File: config.mk
export PLATFORM = sky130hd
export DESIGN_NAME = kalman_mm_sched
export DESIGN_NICKNAME = d
export VERILOG_FILES = /design/src/rtl/kalman_mm_sched.sv
export SDC_FILE = /design/constraint.sdc
export NUM_CORES = 1
export LEC_CHECK = 0
export ABC_AREA = 1
export CAP_MARGIN = 20
export CELL_PAD_IN_SITES_DETAIL_PLACEMENT = 0
export CELL_PAD_IN_SITES_GLOBAL_PLACEMENT = 2
export CORE_ASPECT_RATIO = 0.9
export CORE_MARGIN = 5
export CORE_UTILIZATION = 38
export CTS_CLUSTER_DIAMETER = 40
export CTS_CLUSTER_SIZE = 12
export DETAILED_ROUTE_END_ITERATION = 6
export DONT_BUFFER_PORTS = 1
export GPL_ROUTABILITY_DRIVEN = 0
export PLACE_DENSITY_LB_ADDON = 0.1
export SLEW_MARGIN = 20
export SYNTH_ARGS = -nofsm -noshare
export SYNTH_HDL_FRONTEND = slang
export SYNTH_SLANG_ARGS = --single-unit
File: constraint.sdc
create_clock -name clk_i -period 6.75 [get_ports clk_i]
set_input_delay 1.35 -clock clk_i [delete_from_list [all_inputs] [get_ports clk_i]]
set_output_delay 1.35 -clock clk_i [all_outputs]
set_load 0.02 [all_outputs]
File: src/rtl/kalman_mm_sched.sv
// Round-robin scheduler sharing one matrix-multiply engine between N_REQ Kalman requesters.
// Optional busy watchdog with mm_abort_o: define KALMAN_MM_TIMEOUT_EN.
module kalman_mm_sched #(
  parameter int unsigned N_REQ   = 4,
  parameter int unsigned MAX_DIM = 4,
  parameter int unsigned DIM_W   = $clog2(MAX_DIM) + 1,
  parameter int unsigned AW      = 8,
  parameter int unsigned DATA_W  = 16
`ifdef KALMAN_MM_TIMEOUT_EN
  ,
  parameter int unsigned TIMEOUT = 1023
`endif
) (
  input  logic                     clk_i,
  input  logic                     rst_i,
  input  logic [N_REQ-1:0]         req_i,
  input  logic [N_REQ*DIM_W-1:0]   req_col_i,
  input  logic [N_REQ*DIM_W-1:0]   req_row0_i,
  input  logic [N_REQ*DIM_W-1:0]   req_row1_i,
  input  logic [N_REQ*AW-1:0]      req_base_a_i,
  input  logic [N_REQ*AW-1:0]      req_base_b_i,
  input  logic [N_REQ*AW-1:0]      req_base_r_i,
  output logic [N_REQ-1:0]         done_o,
  output logic                     busy_o,
  output logic [N_REQ-1:0]         gnt_o,
  output logic                     mm_start_o,
  output logic [DIM_W-1:0]         mm_col_o,
  output logic [DIM_W-1:0]         mm_row0_o,
  output logic [DIM_W-1:0]         mm_row1_o,
  input  logic [DIM_W-1:0]         mm_cnt_a_i,
  input  logic [DIM_W-1:0]         mm_cnt_b_i,
  input  logic [DIM_W-1:0]         mm_cnt_c_i,
  input  logic                     mm_data_v_i,
  input  logic [DATA_W-1:0]        mm_data_i,
  input  logic                     mm_finish_i,
  output logic [AW-1:0]            addr_a_o,
  output logic [AW-1:0]            addr_b_o,
  output logic                     wr_en_o,
  output logic [AW-1:0]            wr_addr_o,
  output logic [DATA_W-1:0]        wr_data_o,
`ifdef KALMAN_MM_TIMEOUT_EN
  output logic                     mm_abort_o,
`endif
  output logic                     err_o
);

  localparam int unsigned PTR_W = (N_REQ > 1) ? $clog2(N_REQ) : 1;
  localparam int unsigned IDX_W = 2 * DIM_W;
`ifdef KALMAN_MM_TIMEOUT_EN
  localparam int unsigned WD_W  = $clog2(TIMEOUT + 1);
`endif

  typedef enum logic [2:0] {
    IDLE  = 3'd0,
    ARB   = 3'd1,
    START = 3'd2,
    BUSY  = 3'd3,
    DONE  = 3'd4
  } state_t;

  state_t             state_q, state_d;
  logic [PTR_W-1:0]   ptr_q, ptr_d;
  logic [PTR_W-1:0]   owner_q, owner_d;
  logic [DIM_W-1:0]   col_q, col_d, row0_q, row0_d, row1_q, row1_d;
  logic [AW-1:0]      base_a_q, base_a_d, base_b_q, base_b_d, base_r_q, base_r_d;
  logic [IDX_W-1:0]   wr_idx_q, wr_idx_d;
  logic [N_REQ-1:0]   gnt_d, done_d;
  logic               busy_d, start_d, err_d, wr_en_d;
  logic [AW-1:0]      wr_addr_d;
  logic [DATA_W-1:0]  wr_data_d;
`ifdef KALMAN_MM_TIMEOUT_EN
  logic [WD_W-1:0]    wdog_q, wdog_d;
  logic               abort_d;
`endif

  logic               found;
  logic [PTR_W-1:0]   sel;
  int unsigned        idx;
  logic [DIM_W-1:0]   cand_col, cand_row0, cand_row1;
  logic               cand_zero;
  logic [IDX_W-1:0]   wr_cnt_final;
  logic [IDX_W-1:0]   wr_expect;

  function automatic logic [N_REQ-1:0] onehot(input logic [PTR_W-1:0] i);
    return N_REQ'(1) << i;
  endfunction

  // First pending requester strictly after the round-robin pointer, wrapping.
  always_comb begin
    found = 1'b0;
    sel   = '0;
    idx   = 0;
    for (int k = 1; k <= int'(N_REQ); k++) begin
      idx = (int'(ptr_q) + k) % N_REQ;
      if (!found && req_i[idx]) begin
        found = 1'b1;
        sel   = PTR_W'(idx);
      end
    end
  end

  assign cand_col  = req_col_i[int'(sel)*DIM_W +: DIM_W];
  assign cand_row0 = req_row0_i[int'(sel)*DIM_W +: DIM_W];
  assign cand_row1 = req_row1_i[int'(sel)*DIM_W +: DIM_W];
  assign cand_zero = (cand_col == '0) || (cand_row0 == '0) || (cand_row1 == '0);

  // Writes seen so far including one landing in the finish cycle.
  assign wr_cnt_final = wr_idx_q + IDX_W'(mm_data_v_i);
  assign wr_expect    = IDX_W'(col_q) * IDX_W'(row1_q);

  // Operand addresses follow the engine counters; wrap modulo 2^AW.
  assign addr_a_o = base_a_q + AW'(mm_cnt_c_i) * AW'(row0_q) + AW'(mm_cnt_a_i);
  assign addr_b_o = base_b_q + AW'(mm_cnt_a_i) * AW'(row1_q) + AW'(mm_cnt_b_i);

  // Next-state and next-output logic.
  always_comb begin
    state_d   = state_q;
    ptr_d     = ptr_q;
    owner_d   = owner_q;
    col_d     = col_q;
    row0_d    = row0_q;
    row1_d    = row1_q;
    base_a_d  = base_a_q;
    base_b_d  = base_b_q;
    base_r_d  = base_r_q;
    wr_idx_d  = wr_idx_q;
    gnt_d     = gnt_o;
    done_d    = '0;
    err_d     = 1'b0;
    wr_en_d   = 1'b0;
    wr_addr_d = wr_addr_o;
    wr_data_d = wr_data_o;
`ifdef KALMAN_MM_TIMEOUT_EN
    wdog_d    = wdog_q;
    abort_d   = 1'b0;
`endif
    unique case (state_q)
      IDLE: begin
        gnt_d = '0;
        if (|req_i) state_d = ARB;
      end
      ARB: begin
        if (found) begin
          owner_d  = sel;
          col_d    = cand_col;
          row0_d   = cand_row0;
          row1_d   = cand_row1;
          base_a_d = req_base_a_i[int'(sel)*AW +: AW];
          base_b_d = req_base_b_i[int'(sel)*AW +: AW];
          base_r_d = req_base_r_i[int'(sel)*AW +: AW];
          wr_idx_d = '0;
          gnt_d    = onehot(sel);
          if (cand_zero) begin
            done_d  = onehot(sel);
            err_d   = 1'b1;
            ptr_d   = sel;
            state_d = IDLE;
          end else begin
            state_d = START;
          end
        end else begin
          state_d = IDLE;
        end
      end
      START: begin
        state_d = BUSY;
`ifdef KALMAN_MM_TIMEOUT_EN
        wdog_d  = '0;
`endif
      end
      BUSY: begin
        if (mm_data_v_i) begin
          wr_en_d   = 1'b1;
          wr_data_d = mm_data_i;
          wr_addr_d = base_r_q + AW'(wr_idx_q);
          wr_idx_d  = wr_idx_q + IDX_W'(1);
        end
        if (mm_finish_i) begin
          done_d  = onehot(owner_q);
          err_d   = (wr_cnt_final != wr_expect);
          state_d = DONE;
        end
`ifdef KALMAN_MM_TIMEOUT_EN
        else if (wdog_q == WD_W'(TIMEOUT - 1)) begin
          done_d  = onehot(owner_q);
          err_d   = 1'b1;
          abort_d = 1'b1;
          gnt_d   = '0;
          ptr_d   = owner_q;
          state_d = IDLE;
        end else begin
          wdog_d  = wdog_q + WD_W'(1);
        end
`endif
      end
      DONE: begin
        gnt_d   = '0;
        ptr_d   = owner_q;
        state_d = IDLE;
      end
      default: state_d = IDLE;
    endcase
    busy_d  = (state_d == START) || (state_d == BUSY) || (state_d == DONE);
    start_d = (state_d == START) && (state_q == ARB);
  end

  // State and registered outputs.
  always_ff @(posedge clk_i or posedge rst_i) begin
    if (rst_i) begin
      state_q    <= IDLE;
      ptr_q      <= '0;
      owner_q    <= '0;
      col_q      <= '0;
      row0_q     <= '0;
      row1_q     <= '0;
      base_a_q   <= '0;
      base_b_q   <= '0;
      base_r_q   <= '0;
      wr_idx_q   <= '0;
      gnt_o      <= '0;
      done_o     <= '0;
      busy_o     <= 1'b0;
      mm_start_o <= 1'b0;
      err_o      <= 1'b0;
      wr_en_o    <= 1'b0;
      wr_addr_o  <= '0;
      wr_data_o  <= '0;
`ifdef KALMAN_MM_TIMEOUT_EN
      wdog_q     <= '0;
      mm_abort_o <= 1'b0;
`endif
    end else begin
      state_q    <= state_d;
      ptr_q      <= ptr_d;
      owner_q    <= owner_d;
      col_q      <= col_d;
      row0_q     <= row0_d;
      row1_q     <= row1_d;
      base_a_q   <= base_a_d;
      base_b_q   <= base_b_d;
      base_r_q   <= base_r_d;
      wr_idx_q   <= wr_idx_d;
      gnt_o      <= gnt_d;
      done_o     <= done_d;
      busy_o     <= busy_d;
      mm_start_o <= start_d;
      err_o      <= err_d;
      wr_en_o    <= wr_en_d;
      wr_addr_o  <= wr_addr_d;
      wr_data_o  <= wr_data_d;
`ifdef KALMAN_MM_TIMEOUT_EN
      wdog_q     <= wdog_d;
      mm_abort_o <= abort_d;
`endif
    end
  end

  assign mm_col_o  = col_q;
  assign mm_row0_o = row0_q;
  assign mm_row1_o = row1_q;

endmodule

==> flow_summary.toml <==
[yosys]
ys_types = 39
avgSynthCellArea_sq_um = 7.65
syn_inst = 777
synthFlopType = "dfrtp_1"
synth_top_cell_area_share_pct = 34.5
synth-edff-count = 0
syn_nets = 1001
ys_top_cells_by_area = "dfrtp_1 (35%), nand2_1 (17%), ha_1 (8.8%)"
ys_ff_latch = 82
async_flop_share_pct = 100
yosys.area.top_type = "dfrtp_1"
synthesis.area_sq_um = 5950
ys_seq_area_share_pct = 34.5
yosys_warnings = 0

[placed_design]
dp.cells = 954
port_buffers = 0
dp_hpwl_mm = 13.3
place_area_sq_um = 6060

[floorplan]
pin_count = 226
die-area_sq_um = 18300
die_w_microns = 142
die_h_microns = 129
rows = 43
start_util_pct = 38.6
fp.coreArea_sq_um = 15400

[clocking]
tritoncts = "done"
holdBufCountCts = 0
clock-sinks = 82
clockRootBuffer = "clkbuf_16"
htree_levels = 3
clk-insertion-delay-late_ps = 340
postCtsSetupBuffers = 0
clkTransAtPathRegs_ps = 70
cts_inserted_buffers = 9
cts-resized-gates = 0
clockBufferDepth = 2

[global_routing]
grt_max_degree = 83
grt-ovfl-total = 0
grt_pass1_wl_mm = 26.6
grt_pass1_vias = 4977
grtUsageTotal_pct = 18.5
antenna_found_initial = 0

[worst_setup_path]
path_class = "in2out"
critPathArrivalTime_ps = 4560
cp_top_family = "adder cells"
worst_setup_path_start_kind = "input port"
cpMaxStageDelayCell = "fa_1"
crit_chain = "nand2_1 -> inv_1 -> fa_1 -> inv_1 -> fa_1 -> fa_1 -> inv_1 -> ha_1 -> nand2_1 -> nor2_1 -> a211oi_1 -> nor2_1 -> o21ai_0 -> nand2_1 -> xor2_1"
cp_data_required_time_ps = 5400
crit_fanout = 4
crit_buf_inv = 3
cpPeakStageDelay_ps = 590
end_kind = "output port"

[route]
drt-pass1-iter-count = 4
vias = 4942
antenna_left = 0
routed_wl_mm = 17.0
drc = 0
viasPerCell = 5.09
drt-initial-drc-count = 141
wl_per_cell_microns = 17.5

[timing]
worst_pin_slew_ps = 985
fmax_ghz = 0.169
min_period_ps = 5910
finalCritPeriodShare_pct = 87.6
skew_ps = 6.72
setup_tns_ps = 0
finalMaxSlewViolations = 0
finalHoldViolCount = 0
worst_slew_margin_rel_pct = 34.2
rsz0062_at_grt = "false"
finalSetupViolations = 0

[layout]
layout.area.seq_sq_um = 2050
syn2layout_area_growth_pct = 6.88
final_common_cell = "nand2_1"
fillers = 1620
nets = 987
final_cell_mix = "nand2_1 (264), inv_1 (100), dfrtp_1 (82)"
drive_gt1_share_pct = 5.73
design_area_sq_um = 6360
multi_input_area_sq_um = 3310
final_cells = 970
diodes = 0

[flow_run]
drv_cap = 0

[run_status]
status = "finished, final reports clean"

[worst_hold_path]
hold_class = "reg2reg"
==> registers in the layout (all words and copies together) (netlist names), 2 cells and up <==
register	cells
done_o	4
owner_q	2
wr_addr_o	8
mm_row1_o	3
base_b_q	8
ptr_q	2
mm_row0_o	3
base_a_q	8
wr_idx_q	6
state_q	3
mm_col_o	3
wr_data_o	16
gnt_o	4
base_r_q	8
==> tightest hold or removal path, delay by kind of cell, from the launching register on <==
kind	cells	cell delay, ps
simple gates	2	110
flops	1	360
==> cell type report <==
| type | instances | share of cell area (%) |
|---|---|---|
| clock buffer | 10 | 3.76 |
| inverter | 107 | 6.38 |
| clock inverter | 6 | 0.866 |
| multi-input combinational | 558 | 52.1 |
| sequential | 82 | 32.3 |
| tap | 202 | 3.98 |
| timing repair buffer | 5 | 0.650 |
==> cell usage after synthesis, drive strengths merged (5+ instances only) <==
cell type and instances:
buf 18, nand2 272, a22oi 31, ha 42
dfrtp 82, inv 107, nand4 21, clkbuf 12
o22ai 8, nor2 49, xor2 16, a41oi 5
fa 17, a21oi 17, o21ai 30, xnor2 10
nand3 10, a31oi 18
==> kinds of logic after synthesis <==
group                    after synthesis  share of synthesized area [%]
adder cells (fa/ha/maj)               59                           14.6
XOR/XNOR                              26                           3.83
AND/OR/NAND/NOR                      357                           25.0
flip-flops                            82                           34.5
buffers and inverters                137                           9.83
AO/OA/AOI/OAI                        116                           12.3
==> path summary, 6_finish.rpt <==
| check | slack (ps) | end | from | cells after the start |
|---|---|---|---|---|
| hold / removal | 500 | base_b_q[6]$_DFFE_PP0P_ | base_b_q[6]$_DFFE_PP0P_ | 2 |
| setup / recovery | 840 | addr_b_o[6] | mm_cnt_a_i[0] | 15 |
| hold reg to reg | 500 | base_b_q[6]$_DFFE_PP0P_ | base_b_q[6]$_DFFE_PP0P_ | 2 |
| max in group asynchronous | 5120 | mm_col_o[2]$_DFFE_PP0P_ | rst_i | 2 |
| setup reg to reg | 3710 | err_o$_DFF_PP0_ | mm_row1_o[1]$_DFFE_PP0P_ | 10 |
| min in group asynchronous | 1080 | busy_o$_DFF_PP0_ | rst_i | 2 |
==> stage by stage <==
stage	setup slack [ps]	hold slack (ps)	utilization, %
floorplan	1070	455	-
global placement	899	484	39.4
detailed placement	818	484	39.4
CTS	815	503	41.3
global route	498	538	41.3
finish	840	505	41.3
==> per-layer routing <==
metal | global-route usage (%) | share of wire, % | routed length [microns]
met5 | 0 | 0 | 0
met4 | 3.22 | 0.74 | 126
met3 | 5.76 | 7.2 | 1220
met2 | 32.2 | 49 | 8330
met1 | 22.9 | 43 | 7330
Power is not shown: default switching activity piles up to over one toggle a cycle in this logic, so the estimate is an artifact.
